===== src/rtl/iffifo_arb_pkg.sv =====
// iffifo slot arbiter shared types.
// FSM state and index-width helper.
package iffifo_arb_pkg;

  typedef enum logic {
    IDLE    = 1'b0,
    GRANTED = 1'b1
  } iffifo_arb_state_e;

  function automatic int idx_w(input int n);
    return $clog2(n);
  endfunction

endpackage


===== src/rtl/iffifo_rr_pick.sv =====
// Combinational round-robin select.
// Rotate past last, priority encode, un-rotate.
module iffifo_rr_pick #(
  parameter int NUM_REQ = 4,
  parameter int IdxW    = 2
) (
  input  logic [NUM_REQ-1:0] req_i,
  input  logic [IdxW-1:0]    last_i,
  output logic               valid_o,
  output logic [IdxW-1:0]    idx_o
);

  logic [IdxW:0]        w_sh;
  logic [2*NUM_REQ-1:0] w_dbl;
  logic [NUM_REQ-1:0]   w_rot;
  logic [IdxW-1:0]      w_off;
  logic [IdxW:0]        w_sum;

  assign w_sh  = {1'b0, last_i} + (IdxW+1)'(1);
  assign w_dbl = {req_i, req_i};
  assign w_rot = NUM_REQ'(w_dbl >> w_sh);

  // lowest set bit of the rotated vector wins
  always_comb begin
    w_off = '0;
    for (int k = NUM_REQ - 1; k >= 0; k--) begin
      if (w_rot[k]) w_off = IdxW'(k);
    end
  end

  assign valid_o = |req_i;
  assign w_sum   = {1'b0, w_off} + w_sh;
  assign idx_o   = (w_sum >= (IdxW+1)'(NUM_REQ))
                 ? IdxW'(w_sum - (IdxW+1)'(NUM_REQ))
                 : IdxW'(w_sum);

endmodule


===== src/rtl/iffifo_slot_arbiter.sv =====
// Round-robin owner of the iffifo write slot.
// Grants last a burst of pushes or until req drops.
module iffifo_slot_arbiter
  import iffifo_arb_pkg::*;
#(
  parameter int NUM_REQ = 4,
  parameter int BURST_W = 8
) (
  input  logic               clk_i,
  input  logic               rst_ni,
  input  logic [NUM_REQ-1:0] req_i,
  input  logic [BURST_W-1:0] burst_len_i,
  input  logic               fifo_ready_i,
  input  logic               push_i,
  input  logic               clr_err_i,
  output logic [NUM_REQ-1:0] grant_o,
  output logic [NUM_REQ-1:0] slot_ready_o,
  output logic               busy_o,
  output logic               burst_done_o,
  output logic               push_err_o
);

  localparam int IdxW = idx_w(NUM_REQ);

  iffifo_arb_state_e  r_state;
  logic [NUM_REQ-1:0] r_grant;
  logic [BURST_W-1:0] r_cnt;
  logic [IdxW-1:0]    r_last;
  logic               r_done;
  logic               r_err;

  logic               w_pick_vld;
  logic [IdxW-1:0]    w_pick_idx;
  logic               w_req_g;
  logic               w_exh;

  iffifo_rr_pick #(
    .NUM_REQ(NUM_REQ),
    .IdxW   (IdxW)
  ) u_pick (
    .req_i  (req_i),
    .last_i (r_last),
    .valid_o(w_pick_vld),
    .idx_o  (w_pick_idx)
  );

  // cnt of zero while granted means unlimited
  assign w_req_g = |(req_i & r_grant);
  assign w_exh   = (r_state == GRANTED) && push_i
                && (r_cnt == BURST_W'(1));

  // grant FSM, burst counter and round-robin pointer
  always_ff @(posedge clk_i or negedge rst_ni) begin
    if (!rst_ni) begin
      r_state <= IDLE;
      r_grant <= '0;
      r_cnt   <= '0;
      r_last  <= IdxW'(NUM_REQ - 1);
      r_done  <= 1'b0;
    end else begin
      r_done <= 1'b0;
      unique case (r_state)
        IDLE: begin
          if (w_pick_vld) begin
            r_state <= GRANTED;
            r_grant <= {{(NUM_REQ-1){1'b0}}, 1'b1}
                       << w_pick_idx;
            r_last  <= w_pick_idx;
            r_cnt   <= burst_len_i;
          end
        end
        GRANTED: begin
          if (push_i && (r_cnt != '0))
            r_cnt <= r_cnt - BURST_W'(1);
          if (w_exh) begin
            r_done  <= 1'b1;
            r_state <= IDLE;
            r_grant <= '0;
          end else if (!w_req_g) begin
            r_state <= IDLE;
            r_grant <= '0;
          end
        end
        default: begin
          r_state <= IDLE;
          r_grant <= '0;
        end
      endcase
    end
  end

  // sticky push-while-idle flag, set beats clear
  always_ff @(posedge clk_i or negedge rst_ni) begin
    if (!rst_ni) begin
      r_err <= 1'b0;
    end else if (push_i && (r_state == IDLE)) begin
      r_err <= 1'b1;
    end else if (clr_err_i) begin
      r_err <= 1'b0;
    end
  end

  assign grant_o      = r_grant;
  assign slot_ready_o = r_grant & {NUM_REQ{fifo_ready_i}};
  assign busy_o       = (r_state == GRANTED);
  assign burst_done_o = r_done;
  assign push_err_o   = r_err;

endmodule


===== config.mk =====
export PLATFORM = sky130hd
export DESIGN_NAME = iffifo_slot_arbiter
export DESIGN_NICKNAME = d
export VERILOG_FILES = /design/src/rtl/iffifo_arb_pkg.sv /design/src/rtl/iffifo_rr_pick.sv /design/src/rtl/iffifo_slot_arbiter.sv
export SDC_FILE = /design/constraint.sdc
export NUM_CORES = 1
export LEC_CHECK = 0
export BUFFER_PORTS_ARGS = -buffer_cell sky130_fd_sc_hd__buf_2
export CORE_UTILIZATION = 47
export CTS_BUF_LIST = sky130_fd_sc_hd__clkbuf_16
export CTS_CLUSTER_DIAMETER = 80
export DETAILED_ROUTE_END_ITERATION = 6
export PLACE_DENSITY_LB_ADDON = 0.12
export SYNTH_ARGS = -nofsm -noshare
export SYNTH_HDL_FRONTEND = slang
export SYNTH_SLANG_ARGS = --single-unit

===== constraint.sdc =====
create_clock -name clk_i -period 2.3 [get_ports clk_i]
set_clock_uncertainty 0.2 [all_clocks]
set_input_delay 0 -clock clk_i [delete_from_list [all_inputs] [get_ports clk_i]]
set_output_delay 0 -clock clk_i [all_outputs]
set_load 0.1 [all_outputs]

==> out/results.ini <==
[outcome]
status = complete, no violations

[global_route]
grt_overflow = 0
track_usage_pct = 24.2
grt_max_degree = 18
grt_pass1_wl_um = 4640
antenna_found_initial = 0
grt_pass1_vias = 1035

[power_and_ir_drop]
sw_frac_of_total_pct = 48.1
p_comb_share_pct = 57.1
vdd_drop_max_v = 0.000848
clock_power_share_pct = 15.1
share_seq_of_total_power_pct = 27.9
p_leak_nw = 0.733
p_sw_mw = 1.10
p_int_mw = 1.19
cellPowerDensity_mw_per_mm2 = 1480

[worst_setup_path]
endpoint_kind = flop
r2r_start = r_last[0]
crit_family = compound AO/OA/AOI/OAI gates
path_cells = nor2b_4 -> a22oi_1 -> o221ai_1 -> a21oi_2 -> ha_2 -> xnor2_2 -> xor2_1 -> a32o_1
arrival_ns = 2.17
cp_slowest_cell = dfstp_2
worstPathRequired_ns = 2.23
critPathKind = reg2reg
reg2reg_slack_ns = 0.07
worst-path-max-fanout = 8
path_buf_inv = 0
start_kind = flop
timing.rr.end = grant_o[0]
reg2regPathDepth = 8
cpPeakStageDelay_ns = 0.59

[timing]
fin_crit_sh_pct = 97.1
hold_viol = 0
slew_headroom_pct = 67.2
setup_viol = 0
clock.fmax_mhz = 448
setup_tns_ns = 0
period_needed_ns = 2.23
tightest_slew_ns = 0.492
maxSlewViolCount = 0

[floorplanning]
start_util_pct = 50.8
die_area_sq_mm = 0.00261
fp.dieW_um = 51.1
std_cell_rows = 17
die_h_um = 51.1
pin_count = 28
core_area_sq_mm = 0.00223

[drt]
vias = 1105
viasPerCell = 5.61
ant_nets = 0
drt_iter0_drc = 27
wl_per_cell_um = 14.5
first_pass_iters = 4
wl_um = 2850
drc = 0

[synth]
netlist_area_sq_mm = 0.00113
synth_edf_count = 0
ys_seq_area_share_pct = 37.7
synthesis.nets = 147
synthDistinctLibCells = 38
ys.flop_type = dfrtp_1
synthTopCellsByArea = dfrtp_1, a21oi_1, ha_1
async_reset_ff_share_pct = 100
postSynthCellCount = 125
yosysMostFrequentCell = dfrtp_1
synth_top_area_share_pct = 33.1
synth_common_cells = dfrtp_1, a21oi_1, nor2_1
syn_area_per_cell_sq_um = 9.07
synth_top_area_cell = dfrtp_1
ys_ff_latch = 17
yosysWarningCount = 0

[place]
dp.cells = 179
dp_hpwl_um = 1910
place.gp.congestion = 0.802
portBuffers = 27

[finish]
fin_nets = 192
antenna_cells = 0
ff_latch_area_sq_um = 428
synthToLayoutAreaGrowth_pct = 36.4
layout.cells.non_filler = 197
num-fill-cells = 191
drive_gt1_share_pct = 27.8
multi_input_area_sq_um = 681

[clock_tree]
cts_buffers = 3
clock_sinks = 17
clk_path_buf_depth = 2
path_clk_slew_ns = 0.05
cts_tree = built
clk_latency_ns = 0.25
cts_max_level = 1
clock-root-buffer = clkbuf_16

[job]
cap_violations = 0

[hold_path]
hold_class = in2async

## state kept, by name, indices dropped and copies added, names as in the netlist
register	flops
r_last	2
push_err_o	1
busy_o	1
r_cnt	8
grant_o	4
burst_done_o	1
## worst max-delay path by stage
stage	start	to	slack [ns]	cells after the start
3_3_place_gp	r_last[0]	grant_o[0]	0.03	8
4_1_cts	r_cnt[5]	r_cnt[5]	0.007	5
5_1_grt	r_last[0]	grant_o[2]	-0.03	8
3_5_place_dp	r_last[0]	grant_o[0]	-0.07	8
6_report	r_last[0]	grant_o[0]	0.07	8
2_1_floorplan	r_last[0]	grant_o[0]	0.006	9
## cells by family after synthesis
| group | synth area share (%) |
|---|---|
| AO/OA/AOI/OAI | 28.6 |
| XOR/XNOR | 3.09 |
| adder cells (fa/ha/maj) | 5.52 |
| buffers and inverters | 4.30 |
| flip-flops | 37.7 |
| multiplexers | 2.65 |
| AND/OR/NAND/NOR | 18.1 |
## metrics by stage
stage	setup WS [ns]	utilization [%]	instance area, sq um	hold slack, ns	power (mW)
floorplan	0.00597	-	1130	-0.496	1.57
global placement	0.0327	58.5	1310	-0.263	1.79
detailed placement	-0.0717	58.5	1310	-0.256	1.82
CTS	0.00735	68.1	1520	0.00786	2.22
global route	-0.0305	69.2	1550	0.0631	2.45
finish	0.0675	69.2	1550	0.00000239	2.29
## worst register-to-register path: stages, from the launching register on
cell and delay [ns]:
dfstp_2 0.59, nor2b_4 0.18, a22oi_1 0.07, o221ai_1 0.21, a21oi_2 0.07, ha_2 0.22, xnor2_2 0.15, xor2_1 0.17
a32o_1 0.27
## routing by layer
layer / up-vias / global-route usage, % / wire length [um]
li1: 551 / - / -
met1: 523 / 29.3 / 1240
met2: 29 / 43.0 / 1490
met3: 2 / 2.68 / 105
met4: 0 / 10.2 / 17
met5: - / 0 / 0
## timing repair
| action | in CTS | in global routing |
|---|---|---|
| gates cloned | 0 | 0 |
| pin swaps | 0 | 2 |
| setup endpoints to repair | 4 | 11 |
| hold endpoints to repair | 28 | 0 |
| setup buffers | 0 | 2 |
| hold buffers | 12 | 0 |
| gates resized for setup | 3 | 3 |
## power groups by stage
| stage | logic (mW) | clock network (mW) | registers [mW] |
|---|---|---|---|
| after floorplan | 0.784 | 0 | 0.785 |
| after global placement | 1.16 | 0 | 0.626 |
| after detailed placement | 1.19 | 0 | 0.631 |
| after CTS | 1.24 | 0.350 | 0.633 |
| after global routing | 1.42 | 0.362 | 0.663 |
| final | 1.30 | 0.345 | 0.637 |
## final cells by class
| class | count | share of cell area, % |
|---|---|---|
| multi-input combinational | 97 | 44.0 |
| timing repair buffer | 45 | 19.4 |
| sequential | 17 | 27.7 |
| tap | 28 | 2.27 |
| inverter | 6 | 1.46 |
| clock inverter | 1 | 0.324 |
| clock buffer | 3 | 4.85 |
## placed cells by master (no fill, tap or decap), types with 2 or more instances in the layout
cell           count
mux2i_1            3
clkbuf_16          3
o22ai_1            5
a22o_1             3
o22a_1             2
o21ai_1            3
and2_1             5
a21oi_1           12
nor2_1            11
a22oi_1            3
nor3_1             4
nand2_1            9
dfstp_2            2
inv_1              6
ha_1               4
buf_2             27
buf_4              6
nand2b_1           4
dfrtp_1           15
dlygate4sd3_1     12
a21o_1             2
o211ai_1           3
a32o_1             3
xnor2_1            2
Note: power is estimated with default switching activity, not from simulation.
